## src/rtl/fifo_wr_arb.sv

```systemverilog
// Round-robin write-side arbiter for a shared FIFO write port.
// Grants one producer at a time for a bounded burst and throttles on almost_full / wr_rst_busy.
module fifo_wr_arb #(
    parameter int N_REQ     = 4,
    parameter int DW        = 8,
    parameter int BURST_LEN = 16
) (
    input  logic                   wr_clk,
    input  logic                   rst,
    input  logic                   wr_rst_busy,
    input  logic                   almost_full,
    input  logic [N_REQ-1:0]       req,
    input  logic [N_REQ*DW-1:0]    req_data,
    input  logic [N_REQ-1:0]       req_last,
    output logic [N_REQ-1:0]       grant,
    output logic [N_REQ-1:0]       data_ack,
    output logic                   fifo_wr_en,
    output logic [DW-1:0]          fifo_wr_data,
    output logic                   busy
);

    localparam int PW = $clog2(N_REQ);
    localparam int CW = $clog2(BURST_LEN + 1);

    typedef enum logic [0:0] {
        IDLE  = 1'b0,
        BURST = 1'b1
    } state_t;

    state_t          state_r;
    logic [PW-1:0]   ptr_r;
    logic [CW-1:0]   cnt_r;

    logic            stall_s;
    logic            sel_found_s;
    logic [PW-1:0]   sel_s;
    logic [DW-1:0]   own_data_s;
    logic            own_req_s;
    logic            own_last_s;
    logic            ack_any_s;
    logic            last_word_s;

    function automatic logic [N_REQ-1:0] onehot(input logic [PW-1:0] idx);
        onehot = {{(N_REQ-1){1'b0}}, 1'b1} << idx;
    endfunction

    assign stall_s     = almost_full | wr_rst_busy;
    assign data_ack    = grant & req & {N_REQ{~stall_s}};
    assign ack_any_s   = |data_ack;
    assign last_word_s = (cnt_r == CW'(BURST_LEN - 1)) | own_last_s;

    // Round-robin search: first requester strictly after ptr_r, wrapping.
    always_comb begin : rr_search
        int idx_v;
        logic [PW-1:0] idx_s;
        sel_s       = ptr_r;
        sel_found_s = 1'b0;
        idx_v       = 0;
        idx_s       = '0;
        for (int i = 1; i <= N_REQ; i++) begin
            idx_v = (int'(ptr_r) + i) % N_REQ;
            idx_s = PW'(idx_v);
            if (!sel_found_s && req[idx_s]) begin
                sel_found_s = 1'b1;
                sel_s       = idx_s;
            end else begin
                sel_found_s = sel_found_s;
                sel_s       = sel_s;
            end
        end
    end

    // Data, request and last flag of the current burst owner.
    always_comb begin
        own_data_s = '0;
        own_req_s  = |(grant & req);
        own_last_s = |(grant & req_last);
        for (int i = 0; i < N_REQ; i++) begin
            if (grant[i]) begin
                own_data_s = req_data[i*DW +: DW];
            end else begin
                own_data_s = own_data_s;
            end
        end
    end

    // Arbitration state machine with registered FIFO write side.
    always_ff @(posedge wr_clk) begin
        if (rst) begin
            state_r      <= IDLE;
            grant        <= '0;
            busy         <= 1'b0;
            fifo_wr_en   <= 1'b0;
            fifo_wr_data <= '0;
            cnt_r        <= '0;
            ptr_r        <= PW'(N_REQ - 1);
        end else begin
            case (state_r)
                IDLE: begin
                    fifo_wr_en <= 1'b0;
                    if (!wr_rst_busy && sel_found_s) begin
                        grant   <= onehot(sel_s);
                        ptr_r   <= sel_s;
                        cnt_r   <= '0;
                        busy    <= 1'b1;
                        state_r <= BURST;
                    end else begin
                        grant   <= '0;
                        busy    <= 1'b0;
                    end
                end
                BURST: begin
                    if (ack_any_s) begin
                        fifo_wr_en   <= 1'b1;
                        fifo_wr_data <= own_data_s;
                        cnt_r        <= cnt_r + CW'(1);
                        if (last_word_s) begin
                            grant   <= '0;
                            busy    <= 1'b0;
                            state_r <= IDLE;
                        end else begin
                            state_r <= BURST;
                        end
                    end else begin
                        fifo_wr_en <= 1'b0;
                        // A stall freezes the burst; a dropped request ends it.
                        if (!stall_s && !own_req_s) begin
                            grant   <= '0;
                            busy    <= 1'b0;
                            state_r <= IDLE;
                        end else begin
                            state_r <= BURST;
                        end
                    end
                end
                default: begin
                    state_r    <= IDLE;
                    grant      <= '0;
                    busy       <= 1'b0;
                    fifo_wr_en <= 1'b0;
                end
            endcase
        end
    end

endmodule

```

## config.mk

```make
export PLATFORM = sky130hd
export DESIGN_NAME = fifo_wr_arb
export DESIGN_NICKNAME = d
export VERILOG_FILES = /design/src/rtl/fifo_wr_arb.sv
export SDC_FILE = /design/constraint.sdc
export NUM_CORES = 1
export LEC_CHECK = 0
export ABC_AREA = 1
export BUFFER_PORTS_ARGS = -buffer_cell sky130_fd_sc_hd__buf_2
export CAP_MARGIN = 20
export CELL_PAD_IN_SITES_DETAIL_PLACEMENT = 1
export CELL_PAD_IN_SITES_GLOBAL_PLACEMENT = 1
export CORE_MARGIN = 5
export CORE_UTILIZATION = 34
export CTS_CLUSTER_SIZE = 8
export DETAILED_ROUTE_END_ITERATION = 6
export PLACE_DENSITY = 0.83
export SYNTH_ARGS = -nofsm -noshare
export SYNTH_HDL_FRONTEND = slang
export SYNTH_SLANG_ARGS = --single-unit
```

## constraint.sdc

```tcl
create_clock -name wr_clk -period 4.6 [get_ports wr_clk]
set_input_delay 0.23 -clock wr_clk [delete_from_list [all_inputs] [get_ports wr_clk]]
set_output_delay 0.23 -clock wr_clk [all_outputs]
set_load 0.1 [all_outputs]
```

Word-level counts from Yosys, hierarchy flattened

Index checks and enable logic that the tools add are counted.

Add/subtract/negate cells: 5
Order comparisons: 4
Equal/unequal tests: 5
Shift-type cells: 1
Multiplexer cells: 39
Bitwise operators: 7
Reduce and logical (&&, ||, !) cells: 18

Operators by type and width:

| kind                | count |
|---|---|
| $mux 8              | 4 |
| $mux 1              | 16 |
| $mux 4              | 4 |
| $and 4x4->4         | 3 |
| $lt 2x3->1 const B  | 4 |
| $reduce_or 4->1     | 3 |
| $mux 5              | 2 |
| $pmux 5 s2          | 1 |
| $bmux 1 s2          | 4 |
| $mux 2              | 4 |
| $pmux 4 s2          | 1 |
| $reduce_and 2->1    | 4 |
| $logic_not 1->1     | 6 |
| $pmux 1 s2          | 3 |
| $add 5x1->5 const B | 1 |
| $eq 5x4->1 const B  | 1 |
| $logic_and 1x1->1   | 5 |
| $add 2x1->2 const B | 2 |
| $add 2x2->2 const B | 2 |
| $shl 1x2->4 const A | 1 |
| $ne 3x1->1 const B  | 1 |
| $ne 3x2->1 const B  | 1 |
| $ne 2x1->1 const B  | 1 |
| $ne 2x2->1 const B  | 1 |
| 2 further kinds     | 4 |

Bits in registers: 22
Input bits: 44
Word-level logic and storage cells: 86

Logic depth before layout (Yosys ltp)

Gate-level depths: netlist of the first run.

Depth after elaboration: 16
Mapped depth: 13
Mapped depth without buffers: 12

Worst setup path after synthesis of the first run

OpenSTA, ideal clock, no wires.

Path type: flip-flop to output port
From: register grant[0]
To: output data_ack[0]
Arrival time: 2.437 ns
Data required time: 4.370 ns
Slack: 1.933 ns
Stages on the path, launching flop included: 3
Path buffers: 0
Cells stage by stage: dfxtp_1 nand2_1 nor2_1

Word-level cells in the longest chain between the ends: 2

RTL lines:

| item                     | RTL line | RTL |
|---|---|---|
| start: declaration       | 15       | `output logic [N_REQ-1:0] grant,` |
| start signal: assignment | 102      | `grant <= onehot(sel_s);` |
| $and 4x4->4 (2 in a row) | 48       | `assign data_ack = grant & req & {N_REQ{~stall_s}};` |
| end: declaration         | 16       | `output logic [N_REQ-1:0] data_ack,` |

No other way between the ends.

Final worst setup path of the first run

From: register grant[2]
To: register fifo_wr_data[3]

Word-level cells in the longest chain between the ends: 4

RTL lines:

| item                              | RTL line | RTL |
|---|---|---|
| $and 4x4->4 (2 in a row)          | 48       |  |
| $reduce_or 4->1                   | 49       | `assign ack_any_s = \|data_ack;` |
| $reduce_and 2->1 (no source line) | --       |  |
| end signal: assignment            | 115      | `fifo_wr_data <= own_data_s;` |
| end: declaration                  | 18       | `output logic [DW-1:0] fifo_wr_data,` |

Several ways; a longest one is shown, not always the timed one.
A chain may end at the register's enable or synchronous reset.

==> key figures, run 1 <==
Finish
  • Final net count: 329
  • ANT cells: 0
  • Finished Cell Area: 1890 µm²
  • Area delta synth->final: 27.2%
  • Share of cells above drive strength 1: 33.3%

Floorplanning
  • # IOs: 62
  • Initial Util: 34.6%
  • Die width: 76.1 µm
  • DIE AREA: 5790 µm²
  • Core ar.: 4290 µm²
  • Vert. Die Dim: 76.1 µm
  • # rows: 24

Yosys
  • Syn avg cell area: 6.60 µm²
  • Synthesis warning total: 0
  • Syn_nets: 271
  • Seq cells post-synth: 22
  • Syn Std Cell Area: 1480 µm²
  • Netlist cell types: 31
  • Mapped Cells: 225
  • Sequential share of the synthesized area: 29.7%

Detailed routing
  • Routed WL: 4.74 mm
  • Initial DRC count: 75
  • Drt wl/cell: 14.2 µm
  • Final ANT Viol Nets: 0
  • Vias per cell: 4.97
  • DR vias: 1,659
  • Number of detailed-route iterations in the first pass: 4
  • # DRC: 0

Timing
  • Final hold slack: 0.254 ns
  • Final cycle utilization of the critical path: 44.1%
  • Unrepaired setup endpoints after global routing: no
  • Setup_tns: 0 ns
  • Pins over their slew limit: 0
  • PnR worst setup slack: 2.57 ns
  • Clock skew: 0.00759 ns
  • Final setup fails: 0
  • Slew of the pin with the lowest slew margin: 0.629 ns
  • Final Hold Violating Endpoints: 0
  • Max frequency: 0.493 GHz
  • Fin crit period: 2.03 ns
  • Max transition margin: 58.0%

Placement
  • Placed inst area: 1820 µm²
  • RePlAce Congestion: 0.833
  • DP Worst Slack: 2.61 ns
  • Post-DP HPWL: 3.81 mm
  • Port buffer count: 61

Flow run
  • # Max-Cap Violations: 0

GRT
  • Total Routing Usage GR: 16.4%
  • Initial antenna violation count: 0
  • Vias in the first global route: 1,809
  • Grt total ovfl: 0
  • Pin count of the biggest net entering global routing: 17
  • First-pass GRT wire length: 8.18 mm

Status
  • Status: completed

Power
  • Cell area power density: 463 nW/µm²
  • Worst VDD drop: 158 µV
  • Pleak: 0.928 nW

Critical path
  • R2r setup slk: 2.57 ns
  • Crit. End Element: flop
  • Crit. Startpoint: grant[2]$_SDFFE_PP0P_
  • Crit path arrival time: 2.21 ns
  • Kind of critical path: flop to flop
  • Critical Path Source Type: flop
  • Reg2Reg Depth: 6
  • Worst-path cell chain: nand2_1 > nand4_1 > nand2_1 > inv_1 > o21ai_0 > a21oi_1
  • WP data required: 4.78 ns
  • Reg-to-Reg Start: grant[2]$_SDFFE_PP0P_
  • Worst setup endpoint: fifo_wr_data[3]$_SDFFE_PP0P_
  • Most common cell on crit path: nand2_1
  • CP max stage delay: 0.64 ns
  • Reg-to-reg endpoint: fifo_wr_data[3]$_SDFFE_PP0P_
  • Crit-path max FO: 16
  • Slowest CP cell: dfxtp_1

Clock tree
  • Postcts setup bufs: 0
  • Clock Pin Slew Worst Setup and Hold Paths: 0.08 ns
  • CTS sink cnt: 22
  • H-tree depth: 1
  • Longest Clk Path Bufs: 2
  • Cts bufs inserted: 3
  • CTS resizes: 0
  • Hold-fix buffers at CTS: 0
  • CTS root buffer: clkbuf_8
  • CTS tree: built
  • Later-pin clock latency in the skew report: 0.26 ns

Hold path
  • Min-delay worst type: primary input to flop
==> metal layers <==
layer  part of all wire (%)  GRT usage, %  wire [µm]  vias up
li1                       -             -          -      862
met1                     48          21.9       2290      735
met2                     44          26.6       2070       58
met3                    7.1          4.49        336        4
met4                   0.72          3.15         34        0
met5                      0             0          0        -
==> state kept, by name (all words and copies together) (netlist names) <==
register      flops
fifo_wr_data      8
grant             4
fifo_wr_en        1
busy              1
state_r           1
ptr_r             2
cnt_r             5
==> cells by family (layout without fill, tap and decap cells) <==
| kind of cell | after synthesis | count (layout) | share of synthesized area (%) |
|---|---|---|---|
| and+or+nand+nor | 115 | 115 | 36.5 |
| adders and majority gates | 2 | 2 | 1.69 |
| DFF | 22 | 22 | 29.7 |
| AOI/OAI and AO/OA | 62 | 62 | 24.8 |
| buffers and inverters | 24 | 81 | 7.34 |
==> final cells by class <==
| class | instances | area [µm²] |
|---|---|---|
| Fill cell | 592 | 2410 |
| Multi-Input combinational cell | 179 | 935 |
| Sequential cell | 22 | 440 |
| Timing Repair Buffer | 61 | 305 |
| Inverter | 16 | 70.1 |
| Tap cell | 52 | 65.1 |
| Clock buffer | 3 | 41.3 |
| Clock inverter | 1 | 30.0 |
==> Yosys cell counts <==
cell / instances / share of area (%)
nor3_1: 1 / 0.34
nor2_4: 2 / 1.5
o211ai_1: 8 / 4.0
o32ai_2: 1 / 1.1
clkinv_1: 1 / 0.25
inv_8: 1 / 0.76
o21ai_2: 1 / 0.59
nand4_1: 1 / 0.42
nor2_1: 12 / 3.0
or2_1: 1 / 0.42
nand2_1: 72 / 18
nor3_2: 1 / 0.67
nand2_4: 3 / 2.3
a21oi_2: 6 / 3.5
buf_1: 1 / 0.25
nand3_4: 1 / 1.2
ha_1: 2 / 1.7
nand3_2: 2 / 1.3
a21oi_1: 30 / 10
inv_2: 2 / 0.51
o21ai_0: 14 / 4.7
clkbuf_1: 5 / 1.3
buf_2: 1 / 0.34
nor2_2: 1 / 0.42
inv_1: 11 / 2.8
dfxtp_1: 22 / 30
inv_4: 1 / 0.42
nand2_2: 7 / 3.0
o21ai_1: 2 / 0.67
nand3_1: 11 / 3.7
buf_6: 1 / 0.76
==> how the worst min path moves through the flow <==
stage                                              end                  start  slack, ns  depth (start not counted)
final                     fifo_wr_data[4]$_SDFFE_PP0P_           req_data[28]       0.25                          3
after global routing      fifo_wr_data[4]$_SDFFE_PP0P_           req_data[28]       0.26                          3
after CTS                 fifo_wr_data[4]$_SDFFE_PP0P_           req_data[28]       0.25                          3
after detailed placement             busy$_SDFFE_PP0P_      busy$_SDFFE_PP0P_       0.47                          2
after global placement           cnt_r[0]$_SDFFE_PP0P_  cnt_r[0]$_SDFFE_PP0P_       0.48                          1
after floorplan                  fifo_wr_en$_SDFF_PP0_                    rst       0.31                          1
==> cells in the final DEF, fill, tap and decap left out, types with 2 or more instances in the layout <==
cell type	n
nand3_1	11
nand2_2	7
buf_2	61
o211ai_1	8
dfxtp_1	22
nand2_4	3
ha_1	2
a21oi_1	30
o21ai_0	14
nand3_2	2
inv_1	11
nor2_4	2
inv_2	2
a21oi_2	6
clkbuf_8	3
nand2_1	72
o21ai_1	2
nor2_1	12
==> critical path: cells and delay by family (launching register included) <==
family / cells / cell delay, ns
simple gates: 3 / 0.66
flops: 1 / 0.64
buf+inv: 1 / 0.36
compound gates: 2 / 0.28
==> through the flow <==
stage	std cells	util, %	power (mW)
after floorplan	225	-	0.600
after global placement	330	42.3	0.686
after detailed placement	330	42.3	0.698
after CTS	334	43.9	0.880
after global routing	334	43.9	0.939
final	334	43.9	0.873
==> power breakdown <==
group / total, mW / switching (mW) / leakage, nW / internal (mW)
clock: 0.179 / 0.0629 / 0.0357 / 0.116
combinational: 0.447 / 0.319 / 0.714 / 0.128
sequential: 0.247 / 0.0396 / 0.178 / 0.208
(Power assumes the default switching activity.)
==> run 2: changes to the inputs <==
ABC_AREA = 0   (was 1)
CORE_UTILIZATION = 30   (was 34)
PLACE_DENSITY = 0.75   (was 0.83)
clock period = 1.8 ns   (was 4.6 ns; I/O delays follow)
==> run 2 against run 1 <==
Net effect:
- synthesized cell count decreased by 31%
- first-iteration DRC count decreased by 24%
- global-route usage down 2.5 points
- via count decreased by 14%
- hold slack got worse by 0.15 ns
- critical path depth is 2 higher
- cell count fell by 20%
- wire length down 11%
- area after synthesis decreased by 9.3%
- register-to-register slack worse by 2.5 ns
- non-clock buffer count increased by 8
- sequential cell count is the same
==> key figures, run 2 <==
Finish
  • Top reg by flops: fifo_wr_data
  • Largest registers: fifo_wr_data: 8 flops, cnt_r: 5 flops, grant: 4 flops
  • Area delta synth->final: 32.9%
  • Final net count: 263
  • Finished Cell Area: 1790 µm²
  • Share of cells above drive strength 1: 45.4%
  • Final core occ: 41.1%
  • Largest register FFs: 8
  • Most frequent cells in the layout: buf_2 (61), dfxtp_1 (18), nand2_1 (17)
  • ANT cells: 0
  • Commonest non-fill, non-tap cell in the layout: buf_2

Floorplanning
  • # IOs: 62
  • DIE AREA: 5930 µm²
  • # rows: 24
  • Die width: 77.0 µm
  • Core ar.: 4350 µm²
  • Vert. Die Dim: 77.0 µm
  • Initial Util: 30.9%

Detailed routing
  • Vias per cell: 5.34
  • Initial DRC count: 57
  • # DRC: 0
  • Final ANT Viol Nets: 0
  • DR vias: 1,431
  • Routed WL: 4.21 mm
  • Number of detailed-route iterations in the first pass: 4
  • Drt wl/cell: 15.7 µm

Placement
  • Post-DP HPWL: 3.29 mm
  • Placed inst area: 1730 µm²
  • RePlAce Congestion: 0.816
  • Port buffer count: 61

Critical path
  • Crit. End Element: flop
  • Kind of critical path: flop to flop
  • Reg2Reg Depth: 8
  • WP data required: 1.96 ns
  • Reg-to-Reg Start: cnt_r[0]$_SDFFE_PP0P_
  • Crit path arrival time: 1.85 ns
  • R2r setup slk: 0.11 ns
  • Critical Path Source Type: flop
  • Crit-path max FO: 5
  • Reg-to-reg endpoint: grant[2]$_SDFFE_PP0P_

Timing
  • Final hold slack: 0.106 ns
  • Max transition margin: 60.5%
  • Setup_tns: 0 ns
  • Final setup fails: 0
  • Slew of the pin with the lowest slew margin: 0.588 ns
  • Final Hold Violating Endpoints: 0
  • Max frequency: 0.593 GHz
  • Clock skew: 0.00599 ns
  • Unrepaired setup endpoints after global routing: no
  • Pins over their slew limit: 0
  • Final cycle utilization of the critical path: 93.7%
  • Fin crit period: 1.69 ns

Yosys
  • Synth Area in Compound Gates: 36.4%
  • Mapped Cells: 155
  • Async SR Flop Fraction: 0%
  • Number of synthesized flops with an enable pin: 0
  • Sequential share of the synthesized area: 32.7%
  • Most common cell in the netlist: dfxtp_1
  • Syn Std Cell Area: 1350 µm²
  • Syn avg cell area: 8.69 µm²
  • Main combinational cell family by area after synthesis: compound AO/OA/AOI/OAI gates
  • Post-synth top area cell: dfxtp_1
  • Main synth FF type: dfxtp_1
  • Post-Synth Simple-Gate Area: 19.0%
  • Synthesis warning total: 0
  • Synth Area in XOR/XNOR: 0%
  • Post-synth top area share: 32.7%
  • Netlist cell types: 42
  • Commonest cells post-synth: dfxtp_1 (22), nand2_1 (17), inv_1 (12)
  • Mux contribution to synthesized area: 1.86%
  • Seq cells post-synth: 22
  • Largest cells by area after synthesis: dfxtp_1 (33%), a31oi_2 (7.4%), a211o_1 (5.2%)
  • Post-Synth Adder-Cell Area: 1.86%
  • Syn_nets: 201

Hold path
  • WHS Path Cells: 3
  • HP Start: req_data[25]
  • Hold path endpoint: fifo_wr_data[1]$_SDFFE_PP0P_
  • Min-delay worst type: primary input to flop

Power
  • Power share of the combinational group: 26.0%
  • Pleak: 0.784 nW
  • Clk pwr share: 30.5%
  • Cell area power density: 667 nW/µm²
  • Sequential share of power: 43.5%
  • Sw Ratio: 32.3%
  • Worst VDD drop: 292 µV
  • Sw power: 385 µW
  • Internal power: 808 µW

GRT
  • Pin count of the biggest net entering global routing: 21
  • First-pass GRT wire length: 6.81 mm
  • Grt total ovfl: 0
  • Vias in the first global route: 1,384
  • Initial antenna violation count: 0
  • Total Routing Usage GR: 13.9%

Clock tree
  • CTS sink cnt: 22
  • CTS tree: built
  • Clock Pin Slew Worst Setup and Hold Paths: 0.09 ns
  • H-tree depth: 1
  • CTS root buffer: clkbuf_8
  • Postcts setup bufs: 0
  • Longest Clk Path Bufs: 2
  • CTS resizes: 0
  • Hold-fix buffers at CTS: 0
  • Later-pin clock latency in the skew report: 0.27 ns
  • Cts bufs inserted: 3

Status
  • Status: completed

Flow run
  • # Max-Cap Violations: 0
## run 2: cell types whose count changed after synthesis, sizes merged, moves of 9 or more
| cell | before | now |
|---|---|---|
| a21oi | 36 | 9 |
| nor2 | 15 | 3 |
| a31oi | 0 | 10 |
| nand3 | 14 | 1 |
| o21ai | 17 | 8 |
| nand2 | 82 | 18 |
## run 2: worst max-delay path by stage
stage / slack, ns / cells past startpoint / startpoint / endpoint
after floorplan: -0.05 / 4 / grant[1]$_SDFFE_PP0P_ / cnt_r[2]$_SDFFE_PP0P_
after global placement: 0.14 / 8 / cnt_r[0]$_SDFFE_PP0P_ / grant[1]$_SDFFE_PP0P_
after detailed placement: 0.15 / 8 / cnt_r[0]$_SDFFE_PP0P_ / grant[2]$_SDFFE_PP0P_
after CTS: 0.11 / 5 / grant[0]$_SDFFE_PP0P_ / cnt_r[1]$_SDFFE_PP0P_
after global routing: 0.01 / 8 / cnt_r[0]$_SDFFE_PP0P_ / grant[2]$_SDFFE_PP0P_
final: 0.11 / 8 / cnt_r[0]$_SDFFE_PP0P_ / grant[2]$_SDFFE_PP0P_
## run 2: power by group through the flow
stage | Combinational (mW) | Clock [mW] | Sequential, mW
5_1_grt | 0.333 | 0.391 | 0.522
3_5_place_dp | 0.309 | 0 | 0.530
4_1_cts | 0.311 | 0.376 | 0.519
3_3_place_gp | 0.308 | 0 | 0.529
2_1_floorplan | 0.144 | 0 | 0.585
6_report | 0.310 | 0.364 | 0.519
## run 2: cells by family after synthesis
group | Yosys count
buffers and inverters | 24
adder cells (fa/ha/maj) | 2
AND/OR/NAND/NOR | 48
AO/OA/AOI/OAI | 57
multiplexers | 2
flip-flops | 22
## run 2: area by class of cell
class / count / area [µm²]
clock buffer: 4 / 55.1
fill: 532 / 2560
inverter: 12 / 45.0
multi-input combinational: 109 / 803
sequential: 22 / 455
tap: 52 / 65.1
timing repair buffer: 69 / 365
## run 2: per-layer routing
metal | global-route usage (%) | wire length [µm] | vias to the layer above
li1 | - | - | 707
met1 | 18.6 | 1980 | 665
met2 | 21.1 | 1860 | 54
met3 | 5.27 | 327 | 5
met4 | 3.61 | 47 | 0
met5 | 0 | 0 | -
## run 2: critical path, cell delays in order (launching register included)
cell and delay (ns):
dfxtp_1 0.34, ha_1 0.23, and3_1 0.19, ha_1 0.17
a21oi_1 0.11, and2_1 0.16, a31oi_1 0.10, buf_4 0.17
o32ai_1 0.12
## run 2: through the flow
stage	setup slack [ns]	power [mW]	instances
after floorplan	-0.0495	0.729	155
after global placement	0.136	0.838	264
after detailed placement	0.145	0.839	264
after CTS	0.113	1.21	268
after global routing	0.0115	1.25	268
final	0.113	1.19	268
==> run 3: changes to the inputs <==
CORE_ASPECT_RATIO = 0.8   (was unset)
==> run 3 against run 2 <==
Net effect:
- cell count is 1.9% higher
- largest power group unchanged
- sequential share of layout area is 0.49 points lower
- final area is 2.0% higher
- non-clock buffer count stayed put
- sequential cell count stayed put
- clock-buffer cell count is 1 lower
==> key figures, run 3 (same netlist as run 2, synthesis figures left out) <==
GRT
  • Initial antenna violation count: 0
  • First-pass GRT wire length: 7.02 mm
  • Vias in the first global route: 1,439
  • Pin count of the biggest net entering global routing: 20
  • Total Routing Usage GR: 14.4%
  • Grt total ovfl: 0

Finish
  • ANT cells: 0
  • Most frequent cells in the layout: buf_2 (61), dfxtp_1 (18), nand2_1 (17)
  • Top reg by flops: fifo_wr_data
  • Commonest non-fill, non-tap cell in the layout: buf_2
  • Largest register FFs: 8
  • Largest registers: fifo_wr_data: 8 flops, cnt_r: 5 flops, grant: 4 flops
  • Share of cells above drive strength 1: 46.8%
  • Area delta synth->final: 35.5%
  • Final net count: 263
  • Fin cells: 273

Placement
  • RePlAce Congestion: 0.792
  • Post-DP HPWL: 3.32 mm
  • Post-Place Cells: 269
  • DP Worst Slack: 0.112 ns
  • Port buffer count: 61

Critical path
  • Crit-path max FO: 19
  • Crit path arrival time: 1.80 ns
  • Kind of critical path: flop to flop
  • WP data required: 1.95 ns
  • Crit. End Element: flop
  • Critical Path Source Type: flop

Detailed routing
  • Routed WL: 4.22 mm
  • Final ANT Viol Nets: 0
  • Vias per cell: 5.20
  • # DRC: 0
  • Drt wl/cell: 15.4 µm
  • DR vias: 1,420
  • Number of detailed-route iterations in the first pass: 4
  • Initial DRC count: 35

Clock tree
  • Longest Clk Path Bufs: 2
  • CTS tree: built
  • H-tree depth: 1
  • Clock Pin Slew Worst Setup and Hold Paths: 0.08 ns
  • CTS root buffer: clkbuf_8
  • Postcts setup bufs: 0
  • Cts bufs inserted: 3
  • CTS sink cnt: 22
  • Later-pin clock latency in the skew report: 0.26 ns

Floorplanning
  • # IOs: 62
  • Die width: 84.9 µm
  • Core ar.: 4260 µm²
  • Initial Util: 31.6%
  • # rows: 21
  • DIE AREA: 5940 µm²
  • Vert. Die Dim: 69.9 µm

Timing
  • Final cycle utilization of the critical path: 91.9%
  • PnR worst setup slack: 0.146 ns
  • Pins over their slew limit: 0
  • Clock skew: 0.00200 ns
  • Max frequency: 0.605 GHz
  • Final setup fails: 0
  • Max transition margin: 62.9%
  • Final Hold Violating Endpoints: 0
  • Fin crit period: 1.65 ns
  • Slew of the pin with the lowest slew margin: 0.552 ns
  • Unrepaired setup endpoints after global routing: no

Hold path
  • Min-delay worst type: primary input to flop

Flow run
  • # Max-Cap Violations: 0

Power
  • Worst VDD drop: 247 µV
  • Cell area power density: 708 nW/µm²
  • Pleak: 0.792 nW

Status
  • Status: completed
## run 3: changes by cell type in the layout (fill, tap and decap cells not counted), sizes merged
cell / before / now
bufinv: 0 / 1
clkbuf: 4 / 3
## run 3: worst paths after layout
path / startpoint / end / slack [ns] / cells after the start
worst min register to register: cnt_r[2]$_SDFFE_PP0P_ / cnt_r[2]$_SDFFE_PP0P_ / 0.51 / 1
worst max-delay path: grant[0]$_SDFFE_PP0P_ / cnt_r[1]$_SDFFE_PP0P_ / 0.15 / 5
worst min-delay path: req_data[24] / fifo_wr_data[0]$_SDFFE_PP0P_ / 0.11 / 3
worst max register to register: grant[0]$_SDFFE_PP0P_ / cnt_r[1]$_SDFFE_PP0P_ / 0.15 / 5
## run 3: repair_timing
item | 4_1_cts | 5_1_grt
setup endpoints to repair | 0 | 5
hold buffers | 0 | 0
gates resized for setup | 0 | 3
## run 3: layer usage
layer	GRT usage, %	part of all wire, %	vias up
met1	19.7	47	650
met5	0	0	-
met3	6.58	11	2
met2	21.0	42	59
met4	2.11	0.45	0
li1	-	-	709
## run 3: power breakdown
part           switching, mW  internal, mW
combinational          0.192         0.116
clock                  0.165         0.297
sequential            0.0209         0.500
## run 3: critical path, stage by stage, from the launching register on
cell	delay, ns
dfxtp_4	0.38
a22oi_2	0.08
a2111oi_4	0.52
buf_4	0.34
nand3b_1	0.16
a21oi_2	0.06
## run 3: cell type report
cell class / count / area [µm²]
Inverter: 12 / 45.0
Clock buffer: 3 / 41.3
Sequential cell: 22 / 455
Tap cell: 57 / 71.3
Multi-Input combinational cell: 109 / 816
Timing Repair Buffer: 69 / 365
Clock inverter: 1 / 30.0
Fill cell: 550 / 2430
## run 3: through the flow
step	hold slack (ns)	power, mW	instance area (µm²)	setup TNS (ns)	utilization (%)
finish	0.110	1.29	1820	0	42.9
CTS	0.100	1.30	1810	0	42.6
detailed placement	0.392	0.834	1740	0	40.9
global route	0.105	1.36	1820	0	42.9
floorplan	0.197	0.729	1370	-0.0495	-
global placement	0.389	0.832	1740	0	40.9
